===== config.mk =====
export PLATFORM = sky130hd
export DESIGN_NAME = fp32_to_fixed_pipe
export DESIGN_NICKNAME = d
export VERILOG_FILES = /design/src/rtl/fp32_to_fixed_pipe.sv
export SDC_FILE = /design/constraint.sdc
export NUM_CORES = 1
export LEC_CHECK = 0
export ABC_AREA = 1
export CAP_MARGIN = 0
export CORE_MARGIN = 2
export CORE_UTILIZATION = 50
export DETAILED_ROUTE_END_ITERATION = 8
export PLACE_DENSITY = 0.71
export SYNTH_ARGS = -nofsm -noshare
export SYNTH_HDL_FRONTEND = slang
export SYNTH_SLANG_ARGS = --single-unit

===== constraint.sdc =====
create_clock -name clk -period 3.8 [get_ports clk]
set_input_delay 0.76 -clock clk [delete_from_list [all_inputs] [get_ports clk]]
set_output_delay 0.76 -clock clk [all_outputs]
set_load 0.1 [all_outputs]

===== src/rtl/fp32_to_fixed_pipe.sv =====
// fp32_to_fixed_pipe
//   Streaming IEEE-754 single-precision to signed fixed-point converter.
//   y = x / 2^PRE_SHIFT - OFFSET, in Q(OUT_W-FRAC_W).FRAC_W. The output
//   saturates to the OUT_W signed range. Denormals are flushed to zero,
//   infinities saturate and NaN yields 0 with out_nan set. Three register
//   stages with a valid/ready handshake sustain one result per clock.
//
// Optional feature macro: FP2FX_ROUND_NEAREST_EN
//   defined   : magnitude rounds half away from zero after the right shift
//   undefined : magnitude truncates toward zero
//
// Ports
//   clk        in   rising-edge clock
//   reset      in   synchronous active-high reset
//   in_valid   in   in_data valid
//   in_ready   out  block accepts in_data this cycle
//   in_data    in   [31:0] IEEE-754 single
//   out_valid  out  out_data valid
//   out_ready  in   downstream accepts this cycle
//   out_data   out  [OUT_W-1:0] signed fixed-point result
//   out_sat    out  result was clamped
//   out_nan    out  input was NaN
//   cnt_clr    in   synchronous clear of sat_cnt
//   sat_cnt    out  [CNT_W-1:0] saturated results delivered, sticks at all-ones
module fp32_to_fixed_pipe #(
  parameter int OUT_W     = 24,
  parameter int FRAC_W    = 22,
  parameter int PRE_SHIFT = 7,
  parameter int OFFSET    = 4194304,
  parameter int CNT_W     = 16
) (
  input  logic             clk,
  input  logic             reset,
  input  logic             in_valid,
  output logic             in_ready,
  input  logic [31:0]      in_data,
  output logic             out_valid,
  input  logic             out_ready,
  output logic [OUT_W-1:0] out_data,
  output logic             out_sat,
  output logic             out_nan,
  input  logic             cnt_clr,
  output logic [CNT_W-1:0] sat_cnt
);

  // Wide enough to hold the 24-bit mantissa shifted left by up to OUT_W.
  localparam int WIDE    = OUT_W + 26;
  localparam int SH_BIAS = 127 + PRE_SHIFT - FRAC_W + 23;

  localparam logic signed [OUT_W+1:0] OFF_EXT = (OUT_W+2)'(OFFSET);
  localparam logic signed [OUT_W+1:0] MAX_V   = {3'b000, {(OUT_W-1){1'b1}}};
  localparam logic signed [OUT_W+1:0] MIN_V   = {3'b111, {(OUT_W-1){1'b0}}};
  localparam logic [OUT_W-1:0]        MAX_O   = {1'b0, {(OUT_W-1){1'b1}}};
  localparam logic [OUT_W-1:0]        MIN_O   = {1'b1, {(OUT_W-1){1'b0}}};
  localparam logic [CNT_W-1:0]        CNT_MAX = '1;

  // Align the mantissa to the output LSB; returns {ovf, mag[OUT_W:0]}.
  // Any set bit at or above OUT_W, or a left shift beyond OUT_W, overflows.
  function automatic logic [OUT_W+1:0] shift_round(input logic [23:0]       mant,
                                                   input logic signed [9:0] sh);
    logic [WIDE-1:0] wide;
    logic [9:0]      nsh;
    logic [23:0]     rsh;
    logic            ovf;
`ifdef FP2FX_ROUND_NEAREST_EN
    logic [23:0]     rsh_m1;
`endif
    wide = '0;
    ovf  = 1'b0;
    nsh  = -sh;
    rsh  = '0;
    if (!sh[9]) begin
      if (sh > $signed(10'(OUT_W))) begin
        ovf = 1'b1;
      end else begin
        wide = {{(WIDE-24){1'b0}}, mant} << sh[5:0];
      end
    end else if (nsh < 10'd25) begin
      rsh  = mant >> nsh[4:0];
      wide = {{(WIDE-24){1'b0}}, rsh};
`ifdef FP2FX_ROUND_NEAREST_EN
      // Add the first bit shifted out: half rounds away from zero.
      rsh_m1 = mant >> (nsh[4:0] - 5'd1);
      wide   = wide + {{(WIDE-1){1'b0}}, rsh_m1[0]};
`endif
    end
    ovf = ovf | (|wide[WIDE-1:OUT_W]);
    return {ovf, wide[OUT_W:0]};
  endfunction

  // Clamp to the OUT_W signed range; returns {clamped, value}.
  function automatic logic [OUT_W:0] saturate(input logic signed [OUT_W+1:0] v);
    if (v > MAX_V) begin
      return {1'b1, MAX_O};
    end else if (v < MIN_V) begin
      return {1'b1, MIN_O};
    end else begin
      return {1'b0, v[OUT_W-1:0]};
    end
  endfunction

  // Stage registers
  logic                    vld_p0, vld_p1;
  logic                    sgn_p0, zero_p0, inf_p0, nan_p0;
  logic [23:0]             mant_p0;
  logic signed [9:0]       sh_p0;
  logic                    sgn_p1, ovf_p1, nan_p1;
  logic [OUT_W:0]          mag_p1;

  logic                    rdy1, rdy2, rdy3;
  logic signed [9:0]       sh_c;
  logic [OUT_W+1:0]        shr_c;
  logic signed [OUT_W+1:0] sv_c, v_c;
  logic [OUT_W:0]          sat_c;
  logic [OUT_W-1:0]        data_c;
  logic                    satf_c;

  assign rdy3     = !out_valid || out_ready;
  assign rdy2     = !vld_p1 || rdy3;
  assign rdy1     = !vld_p0 || rdy2;
  assign in_ready = rdy1;

  assign sh_c = $signed({2'b00, in_data[30:23]}) - $signed(10'(SH_BIAS));

  // Control: stage valids and event counter
  always_ff @(posedge clk) begin
    if (reset) begin
      vld_p0    <= 1'b0;
      vld_p1    <= 1'b0;
      out_valid <= 1'b0;
      sat_cnt   <= '0;
    end else begin
      if (rdy1) vld_p0    <= in_valid;
      if (rdy2) vld_p1    <= vld_p0;
      if (rdy3) out_valid <= vld_p1;
      if (cnt_clr) begin
        sat_cnt <= '0;
      end else if (out_valid && out_ready && out_sat && sat_cnt != CNT_MAX) begin
        sat_cnt <= sat_cnt + 1'b1;
      end
    end
  end

  // ---- S1: unpack and classify ----
  always_ff @(posedge clk) begin
    if (rdy1 && in_valid) begin
      sgn_p0  <= in_data[31];
      mant_p0 <= {1'b1, in_data[22:0]};
      sh_p0   <= sh_c;
      zero_p0 <= (in_data[30:23] == 8'h00);
      inf_p0  <= (in_data[30:23] == 8'hFF) && (in_data[22:0] == 23'd0);
      nan_p0  <= (in_data[30:23] == 8'hFF) && (in_data[22:0] != 23'd0);
    end
  end

  // ---- S2: align magnitude, detect overflow ----
  assign shr_c = shift_round(mant_p0, sh_p0);

  always_ff @(posedge clk) begin
    if (rdy2 && vld_p0) begin
      sgn_p1 <= sgn_p0;
      nan_p1 <= nan_p0;
      if (zero_p0 || nan_p0) begin
        mag_p1 <= '0;
        ovf_p1 <= 1'b0;
      end else begin
        mag_p1 <= shr_c[OUT_W:0];
        ovf_p1 <= shr_c[OUT_W+1] | inf_p0;
      end
    end
  end

  // ---- S3: apply sign, subtract offset, saturate ----
  always_comb begin
    sv_c   = sgn_p1 ? -$signed({1'b0, mag_p1}) : $signed({1'b0, mag_p1});
    v_c    = sv_c - OFF_EXT;
    sat_c  = saturate(v_c);
    data_c = sat_c[OUT_W-1:0];
    satf_c = sat_c[OUT_W];
    if (nan_p1) begin
      data_c = '0;
      satf_c = 1'b0;
    end else if (ovf_p1) begin
      data_c = sgn_p1 ? MIN_O : MAX_O;
      satf_c = 1'b1;
    end
  end

  always_ff @(posedge clk) begin
    if (reset) begin
      out_data <= '0;
      out_sat  <= 1'b0;
      out_nan  <= 1'b0;
    end else if (rdy3 && vld_p1) begin
      out_data <= data_c;
      out_sat  <= satf_c;
      out_nan  <= nan_p1;
    end
  end

endmodule


Yosys cells after proc, flatten, opt, wreduce, memory -nomap -nowiden --
Cells that the tools add are included.
Cells by class: muxes and demuxes 13, reduce and logical (&&, ||, !) cells 20, add/sub/neg operators 5, equal/unequal tests 2, bitwise operators 2, magnitude comparators 4, shifts and indexed selects 2
Operator list (number):
- two-way mux 50 bit | 2
- two-way mux 24 bit | 4
- two-way mux 25 bit | 2
- << shifter 24 x 6 -> 50 bit | 1
- > comparator 26 x 24 -> 1 bit (second input constant) | 1
- < comparator 26 x 24 -> 1 bit (second input constant) | 1
- two-way mux 26 bit | 1
- negator 25 -> 26 bit | 1
- OR reduction 26 bit | 1
- subtractor 26 x 24 -> 26 bit (second input constant) | 1
- right shift 24 x 5 -> 24 bit | 1
- zero test 23 bit | 1
- nonzero test 23 bit | 1
- adder 16 x 1 -> 16 bit (second input constant) | 1
- != test 16 bit (second input constant) | 1
- > comparator 10 x 6 -> 1 bit (second input constant) | 1
- < comparator 10 x 5 -> 1 bit (second input constant) | 1
- negator 10 bit | 1
- subtractor 8 x 8 -> 9 bit (second input constant) | 1
- == test 8 bit (second input constant) | 1
- logical AND 1 bit | 8
- zero test 8 bit | 1
- logical OR 1 bit | 4
- two-way mux 1 bit | 4
- 3 further kinds | 6
Word-level totals: input port bits 37, word-level logic and storage cells 65, flip-flop bits (word level) 110

Logic depth before layout (Yosys ltp) --
depth in word-level cells 8, gate-level depth with buffers 27, mapped depth without buffers 27

Worst setup path after synthesis --
No wires, ideal clock.
kind register to register, start point reg out_valid, end point reg inf_p0 (enable), path slack 0.771 ns, library setup time 0.421 ns, path buffers 0, required time 3.379 ns, period minus slack after synthesis 3.029 ns, data arrival time 2.608 ns, cell stages (with the launch flop) 6, cell sequence dfxtp_1 nand2_1 nor2_1 nand2_1 nand2_1 inv_1
Between the ends: cells in the longest elaborated chain, start to end 5
RTL lines:
- from (decl) | RTL line 37 | output logic out_valid,
- from (signal assigned) | RTL line 135 | if (rdy3) out_valid <= vld_p1;
- zero test 1 bit | RTL line 118 | assign rdy3 = !out_valid || out_ready;
- logical OR 1 bit | RTL line 118
- logical OR 1 bit | RTL line 119 | assign rdy2 = !vld_p1 || rdy3;
- logical OR 1 bit | RTL line 120 | assign rdy1 = !vld_p0 || rdy2;
- via in_ready | RTL line 35 | output logic in_ready,
- logical AND 1 bit | RTL line 146 | if (rdy1 && in_valid) begin
- to (signal assigned) | RTL line 151 | inf_p0 <= (in_data[30:23] == 8'hFF) && (in_data[22:0] == 23'd0);
- to (decl) | RTL line 104 | logic sgn_p0, zero_p0, inf_p0, nan_p0;
The timed path passes the listed nets, and every way through them passes these cells. A chain may end at the register's enable or synchronous reset.

Worst setup path after layout --
start point reg mag_p1[0], end point reg out_data[15]
Between the ends: cells in the longest elaborated chain, start to end 8, elaborated cells between the ends (all ways) 9, classes of those cells add/sub (2); order compare (2); mux (5)
RTL lines:
- from (decl) | RTL line 108 | logic [OUT_W:0] mag_p1;
- from (signal assigned) | RTL line 167 | mag_p1 <= shr_c[OUT_W:0];
- negator 25 -> 26 bit | RTL line 175 | sv_c = sgn_p1 ? -$signed({1'b0, mag_p1}) : $signed({1'b0, mag_p1});
- two-way mux 26 bit * | RTL line 175
- subtractor 26 x 24 -> 26 bit * | RTL line 176 | v_c = sv_c - OFF_EXT;
- < comparator 26 x 24 -> 1 bit | RTL line 95 | end else if (v < MIN_V) begin
- two-way mux 25 bit | RTL line 95
- two-way mux 25 bit * | RTL line 93 | if (v > MAX_V) begin
- two-way mux 24 bit * | RTL line 183 | end else if (ovf_p1) begin
- two-way mux 24 bit * | RTL line 180 | if (nan_p1) begin
- to (signal assigned) | RTL line 195 | out_data <= data_c;
- to (decl) | RTL line 39 | output logic [OUT_W-1:0] out_data,
Mark *: on every way between the ends. The rest lies on a longest branch, timed or not.

==> out/metrics.yaml <==
setup_path:
  rr_startpoint: "mag_p1[0]"
  worstSetupEndpointType: "register"
  crit_top_cell: "nand2_1"
  timing.rr.end: "out_data[15]"
  worst_path_largest_cell_delay_ps: 430
  cp-startpoint: "mag_p1[0]"
  required_ps: 4040
  critPathKind: "reg -> reg"
  crit_path_start_kind: "register"
  r2r_slack_ps: 760
  crit_path_end: "out_data[15]"
  slowest_stage: "edfxtp_1"
  arrival_ps: 3280
  worst_r2r_path_depth: 26
  cp_max_fo: 25
clocking:
  ctsHoldBuffers: 0
  cts_tree: "yes"
  clkSinkCount: 109
  cts_buffer_depth: 2
  cts_setup_buffers: 0
  clk_pin_slew_ps: 80
  cts_root_buf: "clkbuf_16"
  cts_resized: 0
  cts-buffers-inserted: 9
  h-tree-depth: 3
  clk_latency_ps: 360
drt:
  antenna_left: 0
  vias: 8408
  drt-wirelength-per-cell_um: 15.3
  via_per_inst: 5.45
  remaining_drc_errors: 0
  routed_wl_mm: 23.6
  drt-pass1-iter-count: 5
  drt-initial-drc-count: 761
global_route:
  grt_pass1_vias: 7508
  grt_usage_pct: 27.2
  grt_overflow: 0
  antenna_found_initial: 0
  grt_pass1_wl_mm: 38.1
  grt_max_degree: 45
run_status:
  outcome: "finished, final reports clean"
logic_synthesis:
  synth.cell_area_sq_um: 8180
  synth_area_per_cell_sq_um: 6.44
  synth_ff_type: "edfxtp_1"
  synth_common_cells: "nand2_1, nor2_1, o21ai_0"
  ys.warnings.count: 0
  yosysSeqAreaShare_pct: 34.5
  synth_edf_count: 64
  synth_cell_types: 47
  post-synth-top-area-fraction_pct: 23.5
  yosysMostFrequentCell: "nand2_1"
  synth_cells: 1271
  yosysTopAreaCell: "edfxtp_1"
  ys_ff_latch: 109
  synthTopCellsByArea: "edfxtp_1, nand2_1, dfxtp_1"
  syn-num-nets: 1317
  async_reset_ff_share_pct: 0
placement:
  io_buffer_count: 80
  dp_cells: 1526
  hpwl_mm: 18.7
  placed_area_sq_um: 9100
  finalWeightedCongestion: 0.954
sta:
  clock.fmax_mhz: 329
  period_share_pct: 80.0
  final.min_clock_period_ps: 3040
  max-slew-margin-rel_pct: 34.5
  setup_viol: 0
  drv_slew: 0
  rsz0062_at_grt: "false"
  setup_tns_ps: 0
  worst_pin_slew_ps: 980
  fin_worst_skew_ps: 10.1
  finalHoldViolations: 0
finish:
  nNetsFinal: 1367
  fin_cells: 1542
  area_growth_syn_to_layout_pct: 15.0
  drive_gt1_share_pct: 5.96
  insertedDiodeCount: 0
  design_area_sq_um: 9410
power_and_ir_drop:
  powerDensity_nw_per_um2: 333
  p_leak_nw: 3.87
  vdd_ir_drop_max_mv: 0.211
floorplan:
  core-area_sq_um: 15900
  dieArea_sq_um: 17400
  die_w_um: 132
  std_cell_rows: 46
  chipHeight_um: 132
  initial_core_util_pct: 51.3
  pin_count: 81
hold_path:
  hold_path.class: "reg -> reg"
job:
  drv_cap: 0
[state kept, by name (all words and copies together) (netlist names)]
name	cells
sgn_p0	1
out_data	24
sh_p0	9
out_valid	1
nan_p0	1
nan_p1	1
out_sat	1
ovf_p1	1
inf_p0	1
out_nan	1
zero_p0	1
vld_p0	1
sgn_p1	1
vld_p1	1
mant_p0	23
sat_cnt	16
mag_p1	25
[where the power goes]
part / total, mW / internal, mW / switching [mW]
logic: 0.831 / 0.256 / 0.574
registers: 1.32 / 1.29 / 0.0345
clock network: 0.977 / 0.503 / 0.474
[worst min path at each step]
stage,slack (ps),depth (start not counted),end,from
after floorplan,400,0,sgn_p1,sgn_p0
after global placement,410,0,sgn_p1,sgn_p0
after detailed placement,410,0,sgn_p1,sgn_p0
after CTS,430,0,sgn_p1,sgn_p0
after global routing,470,0,sgn_p1,sgn_p0
final,430,0,sgn_p1,sgn_p0
[placed cells by master, fill, tap and decap left out, types with 15 or more instances in the layout]
master | Yosys | final
nand2_1 | 422 | 422
nor2_1 | 131 | 131
o21ai_0 | 102 | 102
inv_1 | 100 | 100
nand3_1 | 93 | 93
clkdlybuf4s50_1 | 0 | 79
a21oi_1 | 76 | 76
edfxtp_1 | 64 | 64
dfxtp_1 | 45 | 45
o211ai_1 | 23 | 23
buf_4 | 2 | 20
o21ai_1 | 18 | 18
nor3_1 | 15 | 15
[cells by family after synthesis]
family,synth area share (%)
adder cells (fa/ha/maj),1.38
multiplexers,0.245
flip-flops,34.5
buffers and inverters,8.90
XOR/XNOR,0.642
AND/OR/NAND/NOR,37.6
AO/OA/AOI/OAI,16.8
[final cells by class]
class | count | area [sq um]
Timing Repair Buffer | 99 | 941
Inverter | 113 | 427
Clock buffer | 10 | 250
Tap cell | 216 | 270
Clock inverter | 6 | 62.6
Sequential cell | 109 | 2820
Fill cell | 1587 | 6530
Multi-Input combinational cell | 989 | 4640
[routing by layer]
layer | GRT usage [%] | part of all wire, % | up-vias | wire [um]
met4 | 12.7 | 4.1 | 0 | 966
met1 | 33.8 | 42 | 3782 | 10000
met2 | 47.4 | 49 | 259 | 11700
met3 | 3.11 | 4.1 | 57 | 979
li1 | - | - | 4310 | -
met5 | 0 | 0 | - | 0
[critical path: cells and delay by family (launching register included)]
kind                     cells  cell delay (ps)
AO/OA/AOI/OAI                3              260
adder cells (fa/ha/maj)      2              330
buffers and inverters        4              370
flip-flops                   1              430
AND/OR/NAND/NOR             17             1530
[through the flow]
step | total power [mW] | util, % | hold WS [ps] | setup slack, ps
floorplan | 1.94 | - | 400 | 771
global placement | 2.17 | 57.1 | 410 | 842
detailed placement | 2.17 | 57.1 | 411 | 762
CTS | 3.14 | 59.0 | 432 | 760
global route | 3.29 | 59.0 | 466 | 338
finish | 3.13 | 59.0 | 429 | 761
Power figures use the tool's default switching activity.
